### config.mk
export PLATFORM = sky130hd
export DESIGN_NAME = egress_arbiter
export DESIGN_NICKNAME = d
export VERILOG_FILES = /design/src/rtl/egress_arbiter_pkg.sv /design/src/rtl/rr_arbiter.sv /design/src/rtl/egress_arbiter.sv
export SDC_FILE = /design/constraint.sdc
export NUM_CORES = 1
export LEC_CHECK = 0
export CELL_PAD_IN_SITES_DETAIL_PLACEMENT = 1
export CELL_PAD_IN_SITES_GLOBAL_PLACEMENT = 1
export CORE_AREA = 5 5 248 250
export CTS_CLUSTER_SIZE = 14
export DETAILED_ROUTE_END_ITERATION = 8
export DIE_AREA = 0 0 253 255
export DONT_BUFFER_PORTS = 1
export GPL_TIMING_DRIVEN = 0
export PLACE_DENSITY = 0.42
export REMOVE_ABC_BUFFERS = 1
export SETUP_SLACK_MARGIN = 0.05
export SLEW_MARGIN = 0
export SYNTH_ARGS = -nofsm -noshare
export SYNTH_HDL_FRONTEND = slang
export SYNTH_SLANG_ARGS = --single-unit
### constraint.sdc
create_clock -name clk -period 3.65 [get_ports clk]
set_input_delay 0.365 -clock clk [delete_from_list [all_inputs] [get_ports clk]]
set_output_delay 0.365 -clock clk [all_outputs]
set_load 0.02 [all_outputs]
### src/rtl/egress_arbiter_pkg.sv
// Shared constants for the egress arbiter: subunit codes, FSM encoding, default widths.
package egress_arbiter_pkg;

    localparam int unsigned HDR_WIDTH_DEF     = 96;
    localparam int unsigned PAYLOAD_WIDTH_DEF = 32;
    localparam int unsigned DEST_WIDTH        = 3;
    localparam int unsigned NUM_SUBUNITS      = 3;

    localparam logic [2:0] DEST_CONFIG = 3'd1;
    localparam logic [2:0] DEST_MEMORY = 3'd2;
    localparam logic [2:0] DEST_IO     = 3'd3;

    localparam logic [1:0] ST_IDLE = 2'd0;
    localparam logic [1:0] ST_HDR  = 2'd1;
    localparam logic [1:0] ST_PAY  = 2'd2;

    // True for the three subunit codes that own a credit counter.
    function automatic logic dest_is_valid(input logic [2:0] d);
        return (d == DEST_CONFIG) || (d == DEST_MEMORY) || (d == DEST_IO);
    endfunction

endpackage

### src/rtl/rr_arbiter.sv
// Combinational round-robin pick: first set request at or after ptr, wrapping.
module rr_arbiter #(
    parameter int unsigned N = 4
) (
    input  logic [N-1:0]         req,
    input  logic [$clog2(N)-1:0] ptr,
    output logic                 any_c,
    output logic [$clog2(N)-1:0] idx_c
);

    localparam int unsigned IW = $clog2(N);

    int unsigned j;

    // Scan N positions starting at ptr; the first hit wins.
    always_comb begin
        any_c = 1'b0;
        idx_c = '0;
        j     = 0;
        for (int k = 0; k < N; k++) begin
            j = (32'(ptr) + 32'(k)) % N;
            if (!any_c && req[j]) begin
                any_c = 1'b1;
                idx_c = IW'(j);
            end
        end
    end

endmodule

### src/rtl/egress_arbiter.sv
// Credit-aware round-robin arbiter moving one header beat then one payload beat per grant.
module egress_arbiter
    import egress_arbiter_pkg::*;
#(
    parameter int unsigned NUM_LINKS     = 4,
    parameter int unsigned HDR_WIDTH     = HDR_WIDTH_DEF,
    parameter int unsigned PAYLOAD_WIDTH = PAYLOAD_WIDTH_DEF,
    parameter int unsigned CREDITS_MAX   = 4
) (
    input  logic                               clk,
    input  logic                               rst_n,
    input  logic [NUM_LINKS-1:0]               req_valid,
    input  logic [NUM_LINKS*HDR_WIDTH-1:0]     req_header,
    input  logic [NUM_LINKS*PAYLOAD_WIDTH-1:0] req_payload,
    input  logic [NUM_LINKS*3-1:0]             req_dest,
    output logic [NUM_LINKS-1:0]               req_ack,
    output logic                               out_valid,
    input  logic                               out_ready,
    output logic [HDR_WIDTH-1:0]               out_data,
    output logic                               out_is_payload,
    output logic [2:0]                         out_dest,
    output logic [$clog2(NUM_LINKS)-1:0]       out_link,
    input  logic [2:0]                         credit_ret,
    output logic                               bad_dest_err
);

    localparam int unsigned LW = $clog2(NUM_LINKS);
    localparam int unsigned CW = $clog2(CREDITS_MAX + 1);
    localparam logic [CW-1:0] CREDIT_FULL = CW'(CREDITS_MAX);

    logic [1:0]                         state_q, state_d;
    logic [LW-1:0]                      rr_ptr_q, rr_ptr_d;
    logic [NUM_SUBUNITS-1:0][CW-1:0]    credit_q, credit_d;
    logic [PAYLOAD_WIDTH-1:0]           pay_q, pay_d;

    logic [NUM_LINKS-1:0]               req_ack_d;
    logic                               bad_dest_err_d;
    logic                               out_valid_d;
    logic [HDR_WIDTH-1:0]               out_data_d;
    logic                               out_is_payload_d;
    logic [2:0]                         out_dest_d;
    logic [LW-1:0]                      out_link_d;

    logic [NUM_LINKS-1:0]               eligible_c;
    logic                               win_any_c;
    logic [LW-1:0]                      win_idx_c;
    logic [2:0]                         win_dest_c;
    logic [NUM_SUBUNITS-1:0]            credit_take_c;

    // Invalid codes are always eligible so they can be dropped; valid codes need a credit.
    function automatic logic has_credit(input logic [2:0] d,
                                        input logic [NUM_SUBUNITS-1:0][CW-1:0] c);
        case (d)
            DEST_CONFIG: return c[0] != '0;
            DEST_MEMORY: return c[1] != '0;
            DEST_IO:     return c[2] != '0;
            default:     return 1'b1;
        endcase
    endfunction

    // Mask requests whose subunit is out of credits.
    always_comb begin
        eligible_c = '0;
        for (int i = 0; i < NUM_LINKS; i++) begin
            eligible_c[i] = req_valid[i] && has_credit(req_dest[i*3 +: 3], credit_q);
        end
    end

    rr_arbiter #(
        .N (NUM_LINKS)
    ) u_rr_arbiter (
        .req   (eligible_c),
        .ptr   (rr_ptr_q),
        .any_c (win_any_c),
        .idx_c (win_idx_c)
    );

    assign win_dest_c = req_dest[32'(win_idx_c)*DEST_WIDTH +: DEST_WIDTH];

    // Next-state, capture, output and credit logic.
    always_comb begin
        state_d          = state_q;
        rr_ptr_d         = rr_ptr_q;
        credit_d         = credit_q;
        pay_d            = pay_q;
        req_ack_d        = '0;
        bad_dest_err_d   = 1'b0;
        out_valid_d      = out_valid;
        out_data_d       = out_data;
        out_is_payload_d = out_is_payload;
        out_dest_d       = out_dest;
        out_link_d       = out_link;
        credit_take_c    = '0;

        case (state_q)
            ST_IDLE: begin
                if (win_any_c) begin
                    req_ack_d[win_idx_c] = 1'b1;
                    rr_ptr_d = (win_idx_c == LW'(NUM_LINKS - 1)) ? '0 : win_idx_c + 1'b1;
                    if (dest_is_valid(win_dest_c)) begin
                        state_d          = ST_HDR;
                        out_valid_d      = 1'b1;
                        out_is_payload_d = 1'b0;
                        out_data_d       = req_header[32'(win_idx_c)*HDR_WIDTH +: HDR_WIDTH];
                        pay_d            = req_payload[32'(win_idx_c)*PAYLOAD_WIDTH +: PAYLOAD_WIDTH];
                        out_dest_d       = win_dest_c;
                        out_link_d       = win_idx_c;
                        for (int d = 0; d < NUM_SUBUNITS; d++) begin
                            credit_take_c[d] = (win_dest_c == 3'(d + 1));
                        end
                    end else begin
                        bad_dest_err_d = 1'b1;
                    end
                end
            end
            ST_HDR: begin
                if (out_ready) begin
                    state_d          = ST_PAY;
                    out_is_payload_d = 1'b1;
                    out_data_d       = HDR_WIDTH'(pay_q);
                end
            end
            ST_PAY: begin
                if (out_ready) begin
                    state_d          = ST_IDLE;
                    out_valid_d      = 1'b0;
                    out_is_payload_d = 1'b0;
                    out_data_d       = '0;
                end
            end
            default: begin
                state_d          = ST_IDLE;
                out_valid_d      = 1'b0;
                out_is_payload_d = 1'b0;
                out_data_d       = '0;
            end
        endcase

        // A return and a take in the same cycle cancel; returns saturate at full.
        for (int d = 0; d < NUM_SUBUNITS; d++) begin
            if (credit_ret[d] && !credit_take_c[d]) begin
                if (credit_q[d] != CREDIT_FULL) begin
                    credit_d[d] = credit_q[d] + 1'b1;
                end
            end else if (credit_take_c[d] && !credit_ret[d]) begin
                credit_d[d] = credit_q[d] - 1'b1;
            end
        end
    end

    // State and registered outputs; reset discards any in-flight transfer.
    always_ff @(posedge clk or negedge rst_n) begin
        if (!rst_n) begin
            state_q        <= ST_IDLE;
            rr_ptr_q       <= '0;
            for (int d = 0; d < NUM_SUBUNITS; d++) begin
                credit_q[d] <= CREDIT_FULL;
            end
            pay_q          <= '0;
            req_ack        <= '0;
            bad_dest_err   <= 1'b0;
            out_valid      <= 1'b0;
            out_data       <= '0;
            out_is_payload <= 1'b0;
            out_dest       <= '0;
            out_link       <= '0;
        end else begin
            state_q        <= state_d;
            rr_ptr_q       <= rr_ptr_d;
            credit_q       <= credit_d;
            pay_q          <= pay_d;
            req_ack        <= req_ack_d;
            bad_dest_err   <= bad_dest_err_d;
            out_valid      <= out_valid_d;
            out_data       <= out_data_d;
            out_is_payload <= out_is_payload_d;
            out_dest       <= out_dest_d;
            out_link       <= out_link_d;
        end
    end

endmodule

# Word level (Yosys, flattened, before mapping)
# Cells that the tools add are included.
# word_totals
reg_bits	153
out_inout_bits	108
word_cells	160
# classes
add_sub_neg	10
multipliers	2
order_cmp	6
eq_ne	28
n_shift	3
mux	58
bitwise_logic	1
n_reduce_logical	39
# op_table
op	count
2-to-1 mux 96 bit	4
indexed part select 384 x 10 -> 96 bit	1
one-hot mux 96 bit (3 select lines)	1
indexed part select 128 x 8 -> 32 bit	1
2-to-1 mux 3 bit	12
== test 3 x 2 -> 1 bit (second input constant)	10
2-to-1 mux 1 bit	18
2-to-1 mux 2 bit	9
one-hot mux 1 bit (3 select lines)	6
== test 3 x 1 -> 1 bit (second input constant)	5
less-than comparator 2 x 3 -> 1 bit (second input constant)	5
logical AND 1 bit	14
indexed part select 12 x 5 -> 3 bit	1
adder 3 x 1 -> 3 bit (second input constant)	3
logical NOT 1 bit	9
!= test 3 bit (second input constant)	3
nonzero test 3 bit	3
subtractor 3 x 1 -> 3 bit (second input constant)	3
binary-select mux 1 bit (select 2 bit)	4
multiplier 2 x 2 -> 4 bit (second input constant)	2
2-to-1 mux 4 bit	2
!= test 2 x 1 -> 1 bit (second input constant)	4
AND reduction 2 bit	4
AND reduction 4 bit	2
other kinds (13)	21

# Depth between registers and ports, before layout
# Gate-level depths: netlist (run 1).
# depth
depth_word	27
ltp_mapped	19

# Cells and area by module
# Synthesis (run 1) repeated with hierarchy kept, for this count alone.
# hier_totals
hier_cells	721
hier_area_um2	9449.1
# modules_own_cells
module	n_inst	cells_per_inst	area_each_um2	seq_area_each_um2
egress_arbiter	1	706	9371.5	3807.4
rr_arbiter	1	15	77.6	0.0

# Worst setup path after synthesis (run 1)
# OpenSTA, ideal clock, no wires.
# synth_path
kind	register to register
from	reg credit_q[4] in the netlist's numbering
to	reg credit_q[5] in the netlist's numbering
t_arrival_ps	3865
t_required_ps	3561
path_slack_ps	-304
path_stages_with_launch	18
synth_period_minus_slack_ps	3954
cell_sequence	dfrtp_1 > or4b_1 > a311oi_2 > o211ai_2 > o2bb2ai_2 > nor2_4 > inv_2 > o2111a_1 > or2_1 > clkbuf_1 > buf_2 > nand3_1 > nand2_1 > fa_1 > nor2_1 > nand2_1 > a2111oi_0 > nor2_1
# synth_via
elab_chain_cells	27
elab_cells_between_ends	53
cone_classes	2 x add/sub; 1 x mul; 5 x eq/ne; 1 x shift; 26 x mux; 18 x reduce/logical
# synth_rtl
item	line_no	source
start, declared	egress_arbiter.sv:33	logic [NUM_SUBUNITS-1:0][CW-1:0] credit_q, credit_d;
start signal, assigned	egress_arbiter.sv:170	credit_q <= credit_d;
nonzero test 3 bit	egress_arbiter.sv:55	DEST_MEMORY: return c[1] != '0;
one-hot mux 1 bit (3 select lines)	egress_arbiter.sv:53	case (d)
logical AND 1 bit	egress_arbiter.sv:65	eligible_c[i] = req_valid[i] && has_credit(req_dest[i*3 +: 3], credit_q);
binary-select mux 1 bit (select 2 bit)	rr_arbiter.sv:22	if (!any_c && req[j]) begin
2-to-1 mux 1 bit (implied by the code)	rr_arbiter.sv:22	
2-to-1 mux 1 bit	rr_arbiter.sv:22	
logical NOT 1 bit	rr_arbiter.sv:22	
logical AND 1 bit	rr_arbiter.sv:22	
(+10 left out)	n/a	
logical OR 1 bit (2 in series)	egress_arbiter_pkg.sv:19	return (d == DEST_CONFIG) || (d == DEST_MEMORY) || (d == DEST_IO);
2-to-1 mux 3 bit	egress_arbiter.sv:100	if (dest_is_valid(win_dest_c)) begin
2-to-1 mux 3 bit	egress_arbiter.sv:97	if (win_any_c) begin
2-to-1 mux 3 bit	egress_arbiter.sv:95	case (state_q)
logical NOT 1 bit	egress_arbiter.sv:141	if (credit_ret[d] && !credit_take_c[d]) begin
logical AND 1 bit	egress_arbiter.sv:141	
!= test 2 x 1 -> 1 bit (no line) or nonzero test 2 bit (tied branches)	n/a	
AND reduction 2 bit (no line)	n/a	
# Several ways; a longest one is shown, not always the timed one. The select of a mux whose other input is x is not followed.
# A chain may end at the register's enable or synchronous reset.

# Worst setup path in the final report (run 1)
# layout_path
from	reg credit_q[4] in the netlist's numbering
to	reg credit_q[2] in the netlist's numbering
# layout_via
elab_chain_cells	27
elab_cells_between_ends	48
cone_classes	1 x mul; 4 x eq/ne; 1 x shift; 24 x mux; 18 x reduce/logical
# layout_rtl
item	line_no
nonzero test 3 bit *	egress_arbiter.sv:55
one-hot mux 1 bit (3 select lines)	egress_arbiter.sv:53
logical AND 1 bit	egress_arbiter.sv:65
binary-select mux 1 bit (select 2 bit)	rr_arbiter.sv:22
2-to-1 mux 1 bit (implied by the code)	rr_arbiter.sv:22
2-to-1 mux 1 bit	rr_arbiter.sv:22
logical NOT 1 bit	rr_arbiter.sv:22
logical AND 1 bit	rr_arbiter.sv:22
(+10 left out)	n/a
logical OR 1 bit (2 in series)	egress_arbiter_pkg.sv:19
2-to-1 mux 3 bit	egress_arbiter.sv:100
2-to-1 mux 3 bit *	egress_arbiter.sv:97
2-to-1 mux 3 bit *	egress_arbiter.sv:95
logical NOT 1 bit	egress_arbiter.sv:141
logical AND 1 bit	egress_arbiter.sv:141
!= test 2 x 1 -> 1 bit (no line) or nonzero test 2 bit (tied branches)	n/a
AND reduction 2 bit (no line)	n/a
# Mark *: on every way between the ends. The rest lies on a longest branch, timed or not. The select of a mux whose other input is x is not followed.

==> reports/results.ini, run 1 <==
[outcome]
status = finished with violations
violations = negative hold slack, negative setup slack

[clock_tree]
cts_sinks = 152
htree_num_levels = 4
path_clk_slew_ns = 0.06
clockBufferDepth = 2
insertion_delay_ns = 0.48
cts_buffers = 17
cts_root_buf = clkbuf_16
cts_tree = done

[floorplan]
die_w_um = 253
num_rows = 89
die-area_sq_um = 64520
ios = 642
core_sq_um = 58800
start_util = 0.1905
die_y_um = 255

[global_routing]
antenna_found_initial = 8
grtUsageTotal = 0.1855
overflow = 0
grt_max_degree = 153
grt_pass1_wl_um = 88180
grt_pass1_vias = 12726

[worst_setup_path]
cp_max_fo = 8
cp-start-kind = flip-flop
cp_cell_sequence = or4b_4 -> a311oi_4 -> buf_4 -> o22ai_4 -> a32oi_2 -> and2_4 -> buf_12 -> inv_16 -> o2111a_1 -> or2_4 -> buf_12 -> nand3_4 -> nand2_2 -> fa_2 -> nor2_2 -> nand2_1 -> a2111oi_4 -> nor2_1
cp-end-kind = flip-flop
cpPeakStageDelay_ns = 0.55
crit_type = flip-flop to flip-flop
crit_path_frequent_cell = buf_12
critical_path.startpoint = credit_q[4]
timing.rr.start = credit_q[4]
cp.required_ns = 4.05
slowest_stage = or4b_4
cp.arrival_ns = 4.34

[sta]
finalCriticalPeriod_ns = 3.941
rsz0062_at_grt = true
skew_ns = 0.01187
hold_slack_ns = -0.4200
fmax_mhz = 253.7
hold_viol_final = 152
setup_viol_count_final = 83
fin_crit_sh = 1.080
finalSetupTns_ns = -4.502
layout_setup_ws_ns = -0.2914
slew_viol_final = 0
slew_headroom = 0.5757
tightest_slew_ns = 0.6365

[place]
dp_hpwl_um = 39950
placed_area_sq_um = 12080
pre_cts_slack_ns = -1.936
io_buffers = 0
dp.cells = 2247
routabilityCongestion = 0.7798

[routing]
post_drt_wl_per_cell_um = 26.07
ant_nets = 0
drt-pass1-iter-count = 5
drt_first_iter_violations = 586
vias = 11824
wirelength_um = 62690
vias_per_cell = 4.916
drc = 0

[flow_run]
cap_violations = 0

[finish]
final_core_util = 0.2525
multi_input_area_sq_um = 7093
fin_nets = 2157
ff_latch_area_sq_um = 3814
syn_to_final_growth_pct = 32.58
fillers = 6998
layout.cells.non_filler = 2405
drive_above_1_share = 0.1714
stdcell_area_sq_um = 14850

[pwr]
fin_total_pwr_mw = 19.29
p_per_area_nw_per_um2 = 1299
irDropWorstVdd_mv = 0.6165
leakagePower_nw = 6.482

[min_path]
hold_path.class = primary input to asynchronous set/reset pin

[synth]
syn_inst = 1580
postSynthAreaPerCell_sq_um = 7.087
ys_ff_latch = 152
yosysWarnings = 0
async_reset_ff_frac = 1.000
synthFlopType = dfrtp_1
synth-seq-area-share = 0.3400
synth.lib_cells_used.distinct = 62
synth_area_sq_um = 11200
synth_edf_count = 0

[cell families (layout without fill, tap and decap cells)]
family / after synthesis / after routing / synth area share
flip-flops: 152 / 152 / 0.3400
adder cells (fa/ha/maj): 7 / 7 / 0.009833
AND/OR/NAND/NOR: 971 / 972 / 0.3656
AO/OA/AOI/OAI: 200 / 200 / 0.1169
buffers and inverters: 142 / 189 / 0.05821
multiplexers: 108 / 108 / 0.1095
other: 0 / 4 / 0
[layout by cell type (no fill, tap or decap), types with 4 or more instances in the layout]
master	n
inv_6	8
o21ai_0	78
nand4_1	30
mux2_4	34
buf_6	19
mux2i_1	68
inv_1	13
a21o_1	4
ha_1	4
a31oi_1	32
dfrtp_2	5
mux2_2	4
dfrtp_1	144
o211ai_1	31
nor2_1	203
buf_4	52
buf_8	7
nor2b_1	4
nor3_1	6
and2_1	4
a32o_1	6
buf_16	22
buf_12	22
nand2_1	521
diode_2	4
clkbuf_16	19
and3_1	32
clkinv_2	4
nand2_2	4
and3_4	4
a21oi_1	5
nand3_1	134
bufbuf_16	13
nor2_4	7
o2111ai_1	4
[registers in the layout, indices dropped and copies added, names as in the netlist]
name            cells
out_is_payload      1
state_q             1
req_ack             4
credit_q            9
rr_ptr_q            2
out_valid           1
out_data           96
bad_dest_err        1
out_dest            3
out_link            2
pay_q              32
[worst paths after layout]
check / end / slack (ns) / depth (start not counted)
max in group asynchronous: pay_q[17] / 3.52 / 0
worst min-delay path: out_data[7] / -0.42 / 0
min in group clk: state_q[0] / 0.07 / 2
worst max-delay path: credit_q[2] / -0.29 / 18
worst max register to register: credit_q[2] / -0.29 / 18
worst min register to register: out_data[7] / 0.50 / 2
[layer usage]
metal / global-route usage / wire [um] / up-vias / share of wire
met4: 0.06941 / 1960 / 2 / 0.031
met1: 0.2132 / 24550 / 5886 / 0.39
li1: - / - / 5419 / -
met2: 0.3160 / 31030 / 452 / 0.49
met5: 0 / 7 / - / 0.00011
met3: 0.06971 / 5151 / 65 / 0.082
[critical path: cells and delay by family (launching register included)]
family	cells	cell delay [ns]
buf+inv	4	0.53
fa+ha+maj	1	0.35
simple gates	8	1.44
flops	1	0.41
compound gates	5	1.10
[Yosys cell counts (26+ instances only)]
cell      number  area (sq um)
nor2_1       207         777.0
mux2i_1       70         700.7
a31oi_1       34         212.7
dfrtp_1      149          3729
o211ai_1      31         232.7
nand2_1      525          1971
o21ai_0       82         410.4
and3_1        36         225.2
clkbuf_1     102         382.9
nand3_1      137         685.7
mux2_4        26         390.4
nand4_1       30         187.7
[power breakdown]
group / leakage [nW] / switching, mW / internal (mW) / total, mW
Sequential: 1.88 / 1.47 / 2.55 / 4.02
Clock: 0.285 / 0.799 / 1.09 / 1.88
Combinational: 4.32 / 7.00 / 6.38 / 13.4
Total: 6.48 / 9.27 / 10.0 / 19.3
[what timing repair did]
item	in CTS	in global routing
setup endpoints to repair	147	138
cloned	29	2
pin swaps	28	30
endpoints found under the hold margin	152	152
setup buffers	84	11
gates resized for setup	117	35
[cell type report]
class,instances,share of cell area
timing repair buffer,137,0.1501
multi-input combinational,1287,0.4778
tap,773,0.06514
antenna,4,0.0006742
timing repair inverter,6,0.003540
inverter,15,0.005983
clock buffer,19,0.02983
sequential,152,0.2569
clock inverter,12,0.01011
Power figures use the tool's default switching activity.
==> run 2, diff against run 1 <==
--- a/config.mk
+++ b/config.mk
@@ -7,13 +7,13 @@
 export LEC_CHECK = 0
 export CELL_PAD_IN_SITES_DETAIL_PLACEMENT = 1
 export CELL_PAD_IN_SITES_GLOBAL_PLACEMENT = 1
-export CORE_AREA = 5 5 248 250
+export CORE_AREA = 2 2 252 254
 export CTS_CLUSTER_SIZE = 14
 export DETAILED_ROUTE_END_ITERATION = 8
-export DIE_AREA = 0 0 253 255
+export DIE_AREA = 0 0 254 256
 export DONT_BUFFER_PORTS = 1
 export GPL_TIMING_DRIVEN = 0
-export PLACE_DENSITY = 0.42
+export PLACE_DENSITY = 0.41
 export REMOVE_ABC_BUFFERS = 1
 export SETUP_SLACK_MARGIN = 0.05
 export SLEW_MARGIN = 0
==> reports/results.ini, run 2 (same netlist as run 1, synthesis figures left out) <==
[global_routing]
grt_pass1_wl_um = 81790  ; was 88180 um
grtUsageTotal = 0.1707  ; was 0.1855
overflow = 0  ; unchanged
grt_pass1_vias = 12473  ; was 12726
antenna_found_initial = 4  ; was 8
grt_max_degree = 158  ; was 153

[place]
io_buffers = 0  ; unchanged
placed_area_sq_um = 12130  ; was 12080 sq um
routabilityCongestion = 0.7899  ; was 0.7798
dp_hpwl_um = 36920  ; was 39950 um
dp.cells = 2319  ; was 2247

[floorplan]
start_util = 0.1795  ; was 0.1905
ios = 642  ; unchanged
die-area_sq_um = 65020  ; was 64520 sq um
die_w_um = 254  ; was 253 um
core_sq_um = 62390  ; was 58800 sq um
num_rows = 92  ; was 89
die_y_um = 256  ; was 255 um

[sta]
layout_setup_ws_ns = -0.2678  ; was -0.2914 ns
setup_viol_count_final = 52  ; was 83
slew_headroom = 0.4138  ; was 0.5757
slew_viol_final = 0  ; unchanged
fin_crit_sh = 1.073  ; was 1.080
rsz0062_at_grt = true  ; unchanged
hold_viol_final = 152  ; unchanged
fmax_mhz = 255.2  ; was 253.7 MHz
tightest_slew_ns = 0.8771  ; was 0.6365 ns
hold_slack_ns = -0.4227  ; was -0.4200 ns
finalCriticalPeriod_ns = 3.918  ; was 3.941 ns
skew_ns = 0.01349  ; was 0.01187 ns

[clock_tree]
cts_root_buf = clkbuf_16  ; unchanged
htree_num_levels = 4  ; unchanged
clockBufferDepth = 2  ; unchanged
cts_tree = done  ; unchanged
insertion_delay_ns = 0.48  ; about the same
path_clk_slew_ns = 0.07  ; was 0.06 ns
cts_sinks = 152  ; unchanged
cts_buffers = 17  ; unchanged

[finish]
final_common_cell = nand2_1  ; unchanged
stdcell_area_sq_um = 14760  ; was 14850 sq um
fin_nets = 2161  ; was 2157
syn_to_final_growth_pct = 31.83  ; was 32.58%
drive_above_1_share = 0.1764  ; was 0.1714
fillers = 7499  ; was 6998
layout_common_cells = nand2_1, nor2_1, dfrtp_1  ; unchanged
largest_reg_flops = 96  ; unchanged
regMostFlops = out_data  ; unchanged
layout.cells.non_filler = 2480  ; was 2405
final_core_util = 0.2366  ; was 0.2525
top_regs = out_data x96, pay_q x32, credit_q x9  ; unchanged

[outcome]
violations = negative hold slack, negative setup slack  ; unchanged
status = finished with violations  ; unchanged

[flow_run]
cap_violations = 0  ; unchanged

[worst_setup_path]
cp_cell_sequence = or4b_4 -> a311oi_4 -> buf_6 -> buf_6 -> o21ai_2 -> o211ai_1 -> and2_4 -> inv_16 -> buf_12 -> and3_4 -> or2_4 -> nand3_4 -> nand2_2 -> fa_2 -> nor2_2 -> nand2_2 -> a2111oi_4 -> nor2_1  ; was or4b_4 -> a311oi_4 -> buf_4 -> o22ai_4 -> a32oi_2 -> and2_4 -> buf_12 -> inv_16 -> o2111a_1 -> or2_4 -> buf_12 -> nand3_4 -> nand2_2 -> fa_2 -> nor2_2 -> nand2_1 -> a2111oi_4 -> nor2_1
cp.required_ns = 4.06  ; was 4.05 ns
cp.arrival_ns = 4.32  ; was 4.34 ns
crit_type = flip-flop to flip-flop  ; unchanged
critical_path.startpoint = credit_q[4]  ; unchanged
reg2regPathDepth = 18  ; unchanged
cpPeakStageDelay_ns = 0.54  ; was 0.55 ns
cp-end-kind = flip-flop  ; unchanged
cp-start-kind = flip-flop  ; unchanged
cp_max_fo = 7  ; was 8
timing.rr.start = credit_q[4]  ; unchanged
slowest_stage = or4b_4  ; unchanged

[routing]
vias = 11667  ; was 11824
drc = 0  ; unchanged
post_drt_wl_per_cell_um = 23.59  ; was 26.07 um
drt_first_iter_violations = 579  ; was 586
vias_per_cell = 4.704  ; was 4.916
wirelength_um = 58510  ; was 62690 um
drt-pass1-iter-count = 4  ; was 5
ant_nets = 0  ; unchanged

[pwr]
p_per_area_nw_per_um2 = 1273  ; was 1299 nW/um^2
fin_total_pwr_mw = 18.79  ; was 19.29 mW
leakagePower_nw = 6.387  ; was 6.482 nW
irDropWorstVdd_mv = 0.5433  ; was 0.6165 mV

[min_path]
hold_path.class = primary input to asynchronous set/reset pin  ; unchanged

## run 2: cell types whose count changed in the layout (fill, tap and decap cells not counted), sizes merged
cell,change
inv,-1
bufinv,-1
clkinv,+4
clkbuf,-1
buf,+10
diode,-3
nor2,+1
bufbuf,-7
## run 2: final cells by class
| cell class | count | area [sq um] | share of cell area |
|---|---|---|---|
| Multi-Input combinational cell | 1288 | 7142 | 0.4838 |
| Sequential cell | 152 | 3812 | 0.2582 |
| Timing Repair Buffer | 141 | 2023 | 0.1370 |
| Tap cell | 846 | 1059 | 0.07170 |
| Clock buffer | 17 | 425.4 | 0.02882 |
| Clock inverter | 15 | 151.4 | 0.01026 |
| Inverter | 15 | 98.84 | 0.006695 |
| Timing Repair inverter | 5 | 48.80 | 0.003305 |
| Antenna cell | 1 | 2.502 | 0.0001695 |
## run 2: layer usage
layer,up-vias,part of all wire,global-route usage
met4,0,0.016,0.03922
met1,5806,0.40,0.2027
met2,392,0.51,0.3015
li1,5428,-,-
met3,41,0.070,0.04861
met5,-,0,0
## run 2: report_power, final
part,switching (mW),total [mW],internal (mW)
Clock,0.842,1.85,1.01
Sequential,1.42,3.97,2.55
Combinational,6.91,13.0,6.06
## run 2: final timing paths
path                                end  slack (ns)
hold reg to reg             out_data[7]        0.50
min in group clk             state_q[0]        0.07
setup reg to reg            credit_q[2]       -0.27
setup / recovery            credit_q[2]       -0.27
max in group asynchronous  out_data[81]        3.74
hold / removal              out_link[0]       -0.42
## run 2: critical path: cells and delay by family (launching register included)
kind                       cells  cell delay, ns
buffers and inverters          4            0.47
DFF                            1            0.44
AOI/OAI and AO/OA              4            0.75
and+or+nand+nor                9            1.79
adders and majority gates      1            0.36
## run 2: timing repair
item / 4_1_cts / 5_1_grt
endpoints found under the setup margin: 149 / 139
endpoints found under the hold margin: 152 / 152
gates resized for setup: 134 / 42
pin swaps: 49 / 22
gates cloned: 19 / 5
setup buffers: 85 / 29
## run 2: stage by stage
stage	worst slack, ns	TNS (ns)
3_5_place_dp	-2.016	-200.60
6_report	-0.2678	-2.297
2_1_floorplan	-6.421	-896.34
5_1_grt	-0.4314	-14.14
4_1_cts	-0.2393	-6.764
3_3_place_gp	-11.99	-1709.68
